`src/rtl/mem_stage.sv`:
```
// MEM stage of the 5-stage RV32 pipeline.
// Resolves branches and jumps, and runs loads and stores against an external
// data memory over a req/ready handshake. Upstream stages are held while an
// access is in flight. A timed-out or misaligned access raises mem_fault.
module mem_stage #(
  parameter int TIMEOUT = 255
) (
  input  logic        clk,
  input  logic        rst,
  input  logic        branch,
  input  logic        jump,
  input  logic        jump_return,
  input  logic [1:0]  bType,
  input  logic        zero,
  input  logic        lt_zero,
  input  logic [31:0] branch_destination,
  input  logic        memRead,
  input  logic        memWrite,
  input  logic        asByte,
  input  logic        asUnsigned,
  input  logic [31:0] alu_result,
  input  logic [31:0] read_data_2,
  output logic        pc_src,
  output logic [31:0] pc_target,
  output logic        flush,
  output logic        stall,
  output logic [31:0] mem_read_data,
  output logic        mem_fault,
  output logic        dmem_req,
  output logic        dmem_we,
  output logic [31:0] dmem_addr,
  output logic [31:0] dmem_wdata,
  output logic [3:0]  dmem_wstrb,
  input  logic [31:0] dmem_rdata,
  input  logic        dmem_ready
);

  // The counter is wide enough for the largest legal TIMEOUT (1023).
  localparam int              CW     = 10;
  localparam logic [CW-1:0]   TO_LIM = CW'(TIMEOUT);

  localparam logic [1:0] S_IDLE = 2'd0;
  localparam logic [1:0] S_WAIT = 2'd1;
  localparam logic [1:0] S_DONE = 2'd2;

  logic [1:0]    state_q, state_d;
  logic [CW-1:0] cnt_q, cnt_d;
  logic [31:0]   load_q, load_d;
  logic          fault_q, fault_d;

  logic          cond;
  logic          mem_op;
  logic          misaligned;
  logic          access;
  logic          req;
  logic          fault_now;
  logic [7:0]    ld_byte;
  logic [31:0]   ld_ext;

  // Branch/jump resolution; purely combinational from EX/MEM.
  always_comb begin
    case (bType)
      2'b00:   cond = zero;
      2'b01:   cond = ~zero;
      2'b10:   cond = lt_zero;
      default: cond = ~lt_zero;
    endcase
    pc_src    = (branch & cond) | jump;
    pc_target = jump_return ? {alu_result[31:1], 1'b0} : branch_destination;
    flush     = pc_src;
  end

  // Access classification and load-lane extraction.
  always_comb begin
    mem_op     = memRead | memWrite;
    misaligned = mem_op & ~asByte & (alu_result[1:0] != 2'b00);
    access     = mem_op & ~misaligned;
    ld_byte    = dmem_rdata[{alu_result[1:0], 3'b000} +: 8];
    if (!asByte)         ld_ext = dmem_rdata;
    else if (asUnsigned) ld_ext = {24'b0, ld_byte};
    else                 ld_ext = {{24{ld_byte[7]}}, ld_byte};
  end

  // Access FSM: issue in IDLE, hold in WAIT, release the instruction in DONE.
  always_comb begin
    state_d       = state_q;
    cnt_d         = '0;
    load_d        = load_q;
    fault_d       = 1'b0;
    req           = 1'b0;
    stall         = 1'b0;
    fault_now     = 1'b0;
    mem_read_data = '0;
    case (state_q)
      S_IDLE: begin
        if (misaligned) begin
          fault_now = 1'b1;
        end else if (access) begin
          req   = 1'b1;
          stall = 1'b1;
          if (dmem_ready) begin
            state_d = S_DONE;
            if (!memWrite) load_d = ld_ext;
          end else begin
            state_d = S_WAIT;
          end
        end
      end
      S_WAIT: begin
        req   = 1'b1;
        stall = 1'b1;
        cnt_d = cnt_q + 1'b1;
        if (dmem_ready) begin
          state_d = S_DONE;
          if (!memWrite) load_d = ld_ext;
        end else if (cnt_d == TO_LIM) begin
          state_d = S_DONE;
          fault_d = 1'b1;
          load_d  = '0;
        end
      end
      S_DONE: begin
        mem_read_data = load_q;
        state_d       = S_IDLE;
      end
      default: state_d = S_IDLE;
    endcase
  end

  // Memory-side drive; everything is quiet unless a request is active.
  always_comb begin
    dmem_req   = req;
    dmem_we    = req & memWrite;
    dmem_addr  = req ? {alu_result[31:2], 2'b00} : 32'h0;
    dmem_wdata = 32'h0;
    dmem_wstrb = 4'b0000;
    if (req && memWrite) begin
      dmem_wdata = asByte ? {4{read_data_2[7:0]}} : read_data_2;
      dmem_wstrb = asByte ? (4'b0001 << alu_result[1:0]) : 4'b1111;
    end
    mem_fault = fault_now | fault_q;
  end

  // State registers; reset abandons any access in flight without a fault.
  always_ff @(posedge clk) begin
    if (rst) begin
      state_q <= S_IDLE;
      cnt_q   <= '0;
      load_q  <= '0;
      fault_q <= 1'b0;
    end else begin
      state_q <= state_d;
      cnt_q   <= cnt_d;
      load_q  <= load_d;
      fault_q <= fault_d;
    end
  end

endmodule

```
`config.mk`:
```
export PLATFORM = sky130hd
export DESIGN_NAME = mem_stage
export DESIGN_NICKNAME = d
export VERILOG_FILES = /design/src/rtl/mem_stage.sv
export SDC_FILE = /design/constraint.sdc
export NUM_CORES = 1
export LEC_CHECK = 0
export ABC_CLOCK_PERIOD_IN_PS = 3300
export BUFFER_PORTS_ARGS = -buffer_cell sky130_fd_sc_hd__buf_2
export CAP_MARGIN = 20
export CORE_MARGIN = 5
export CORE_UTILIZATION = 40
export CTS_CLUSTER_SIZE = 24
export DETAILED_ROUTE_END_ITERATION = 12
export PLACE_DENSITY = 0.76
export SYNTH_ARGS = -nofsm -noshare
export SYNTH_HDL_FRONTEND = slang
export SYNTH_SLANG_ARGS = --single-unit
```
`constraint.sdc`:
```
create_clock -name clk -period 3.3 [get_ports clk]
set_input_delay 0 -clock clk [delete_from_list [all_inputs] [get_ports clk]]
set_output_delay 0 -clock clk [all_outputs]
set_load 0.05 [all_outputs]
```
# After elaboration in Yosys (flattened, before gate mapping)
# Index checks and enable logic that the tools add are counted.
# op_classes
eq_ne	9
n_shift	2
n_bitwise	13
muxes	29
n_reduce_logical	9
n_addsub	1
# ops
cell	n
2-to-1 mux 32 bit	13
one-hot mux 32 bit (2 select lines)	1
indexed part select 32 x 6 -> 8 bit	1
adder 10 x 1 -> 10 bit, second input constant	1
equality test 10 x 8 -> 1 bit, second input constant	1
2-to-1 mux 2 bit	5
2-to-1 mux 4 bit	2
inequality test 2 bit, second input constant	3
AND 1 bit	5
2-to-1 mux 1 bit	5
NOT 1 bit	5
AND reduction 5 bit	1
equality test 2 x 1 -> 1 bit, second input constant	2
equality test 2 bit, second input constant	2
logical NOT 2 bit	2
one-hot mux 2 bit (2 select lines)	1
nonzero test 2 bit	2
<< shifter 1 x 2 -> 4 bit, first input constant	1
inequality test 3 bit, second input constant	1
OR 1 bit	3
one-hot mux 1 bit (3 select lines)	1
AND reduction 3 bit	1
OR reduction 3 bit	1
one-hot mux 1 bit (2 select lines)	1
2 further kinds	2
# totals
regBits	45
wordCells	67
in_bits	142
output_inout_bits	138

# Logic depth before layout (Yosys ltp)
# depth
word_depth	10
ltp_mapped	8
ltp_nobuf	6

# Worst setup path before layout
# OpenSTA, ideal clock, no wires.
# synth_timing
kind	flip-flop to flip-flop
startpoint	register cnt_q[2]
endpoint	register load_q[30]
period_less_slack_ps	1894
slack_ps	1406
t_required_ps	3171
stages_incl_launch_ff	7
arrival_time_ps	1765
cell_sequence	dfxtp_1 > nand3_1 > or3_1 > a2111o_1 > nor2_4 > buf_6 > o211ai_1
# synth_via
elab_chain_len	4
# synth_rtl
item	line_no	text
start: declaration	47	logic [CW-1:0] cnt_q, cnt_d;
start signal: assignment	153	cnt_q <= cnt_d;
adder 10 x 1 -> 10 bit	112	cnt_d = cnt_q + 1'b1;
equality test 10 x 8 -> 1 bit	116	end else if (cnt_d == TO_LIM) begin
inequality test 3 bit (no line)	--	
AND reduction 5 bit (no line)	--	
end signal: assignment	154	load_q <= load_d;
end: declaration	48	logic [31:0] load_q, load_d;
# Every way passes these cells.
# A chain may end at the register's enable or synchronous reset.

# Final worst setup path
# layout_timing
startpoint	register state_q[1]
endpoint	register load_q[3]
# layout_via
elab_chain_len	3
# layout_rtl
item	line_no	text
start: declaration	46	logic [1:0] state_q, state_d;
start signal: assignment	152	state_q <= state_d;
equality test 2 x 1 -> 1 bit / logical NOT 2 bit (equally long branches)	94	case (state_q)
inequality test 3 bit (no line), or another cell as far along	--	
AND reduction 5 bit (no line)	--	
# Several ways; a longest one is shown, not always the timed one.

==> results.yml <==
status:
  status: "completed"
yosys:
  syn_inst: 514
  synth.most_common_cell: "and2_1"
  synth_cell_types: 48
  syn_area_per_cell_um2: 7.56
  synth-main-ff-cell: "dfxtp_1"
  synth.top_cell.area_share: 0.232
  synth.area.top_cells: "dfxtp_1, and2_1, mux2_2, a21oi_1, a22oi_1"
  synthTopCellsByCount: "and2_1, a21oi_1, dfxtp_1"
  synth-seq-cells: 45
  yosysSeqAreaShare: 0.232
  synth_async_sr_flop_share: 0
  synth_edf_count: 0
  synthesis.area_um2: 3880
  yosys_warnings: 0
  yosys.area.top_type: "dfxtp_1"
clocking:
  cts_tree: "yes"
  postCtsHoldBufs: 23
  numCtsBuffers: 5
  htree_levels: 2
  cts-resized-gates: 0
  path_clk_slew_ns: 0.10
  cts_root_buf: "clkbuf_8"
  clock_sinks: 45
  cts_setup_buffers: 0
  clkLatencyLatePin_ns: 0.31
  ctsLongestPathBuffers: 2
min_path:
  min_delay_worst_endpoint: "load_q[26]$_SDFFE_PP0P_"
  hold_path.startpoint: "dmem_rdata[26]"
  hold_depth: 3
  hp-class: "input port to flip-flop"
sta:
  tns_ns: 0
  min_period_ns: 2.34
  relSlewSlack: 0.425
  worst_slack_ns: 0.956
  finalSetupViolCount: 0
  drv_slew: 0
  rsz0062_at_grt: "no"
  finalClockSkew_ns: 0.0159
  worst_pin_slew_ns: 0.860
  hold_viol: 0
  clock.fmax_ghz: 0.427
  post-route-period-util: 0.710
setup_path:
  crit_path_max_fanout: 25
  rr_startpoint: "state_q[1]$_SDFFE_PP0P_"
  cp_data_required_time_ns: 3.50
  r2r-end: "load_q[3]$_SDFFE_PP0P_"
  ff2ff_path_depth: 5
  r2r_setup_slack_ns: 0.96
  startpoint_type: "flip-flop"
  arrival_ns: 2.54
  path_class: "flip-flop to flip-flop"
  cp-end-kind: "flip-flop"
power_and_ir_drop:
  p_per_area_nw_per_um2: 337
  leakage_uw: 0.00269
  peakVddDrop_v: 0.000227
placement:
  portBuffers: 277
  place_hpwl_mm: 12.8
  place_ws_ns: 0.998
  gp_congestion: 0.945
finish:
  syn2layout_area_growth_pct: 45.0
  design.final.nets: 924
  drive_gt1_frac: 0.429
flow_run:
  max_cap_viol_count: 0
floorplan:
  ios: 280
  core_area_um2: 9640
  floorplan.initialDensity: 0.403
  die_w_um: 109
  rows: 36
  die_area_um2: 11800
  die_h_um: 109
detailed_routing:
  vias_per_cell: 5.40
  firstDrtPassIters: 5
  via_count: 4948
  drc: 0
  drt_iter0_markers: 434
  wire_per_inst_um: 18.2
  wl_mm: 16.6
  ant_nets: 0
global_routing:
  grt_max_degree: 70
  gr-total-overflow: 0
  grt_pass1_wl_mm: 24.3
  grtUsageTotal: 0.261
  antenna_found_initial: 4
  first_global_vias: 4782
[critical path, stage by stage (launching register included)]
cell and delay, ns:
dfxtp_1 0.39, nor3b_1 0.34, o211a_1 0.78, or3_1 0.37, a21oi_1 0.07, a211oi_1 0.29
[metrics by stage]
stage	utilization	power [uW]	instance area [um^2]	instances	hold WS (ns)
final	0.584	1900	5630	917	0.0102
after global routing	0.584	1970	5630	917	0.0142
after CTS	0.584	1900	5630	914	0.00913
after detailed placement	0.547	1430	5280	883	0.261
after global placement	0.547	1420	5280	883	0.250
after floorplan	-	1190	3890	515	0.0758
[area by class of cell]
cell class	count	area (um^2)
Antenna cell	3	7.51
Sequential cell	45	901
Fill cell	910	4010
Tap cell	133	166
Clock buffer	6	82.6
Inverter	6	22.5
Timing Repair Buffer	306	1660
Multi-Input combinational cell	416	2750
Clock inverter	2	37.5
[routing by layer]
metal	part of all wire	vias up	GRT usage
li1	-	2335	-
met1	0.41	2304	0.343
met2	0.47	282	0.410
met3	0.097	25	0.0621
met4	0.024	2	0.107
met5	0.00042	-	0
[worst max path at each step]
stage	startpoint	end	slack, ns
floorplan	cnt_q[2]$_SDFF_PP0_	load_q[30]$_SDFFE_PP0P_	1.41
global route	cnt_q[2]$_SDFF_PP0_	load_q[26]$_SDFFE_PP0P_	0.85
detailed placement	cnt_q[2]$_SDFF_PP0_	load_q[26]$_SDFFE_PP0P_	1.0
global placement	cnt_q[2]$_SDFF_PP0_	load_q[29]$_SDFFE_PP0P_	1.07
CTS	cnt_q[2]$_SDFF_PP0_	load_q[26]$_SDFFE_PP0P_	0.99
finish	state_q[1]$_SDFFE_PP0P_	load_q[3]$_SDFFE_PP0P_	0.96
[logic make-up after synthesis]
family | Yosys count | share of synthesized area
compound gates | 152 | 0.249
xor+xnor | 8 | 0.0180
fa+ha+maj | 2 | 0.00644
buf+inv | 54 | 0.0609
flops | 45 | 0.232
mux | 42 | 0.122
other cells | 1 | 0.000965
simple gates | 210 | 0.311
[power breakdown]
group          total (uW)  internal [uW]  switching (uW)  leakage (uW)
combinational         877            257             619       0.00227
sequential            573            559            14.1      0.000364
clock                 448            247             201     0.0000574
total                1900           1060             835       0.00269
[cells in the final DEF (no fill, tap or decap), types with 9 or more instances in the layout]
cell	netlist	final
mux2_2	32	32
nor2b_1	26	26
a22oi_1	24	24
nor3b_1	9	9
buf_2	3	277
nand2_1	37	37
dfxtp_1	45	45
dlygate4sd3_1	0	23
o211ai_1	24	24
nor2_1	20	19
and2_1	62	62
a21oi_1	53	53
o21ai_0	24	24
mux2i_1	9	9
nand2b_1	26	26
[state kept, by name (all words and copies together) (netlist names)]
register  cells
state_q       2
load_q       32
fault_q       1
cnt_q        10
(Power assumes the default switching activity.)
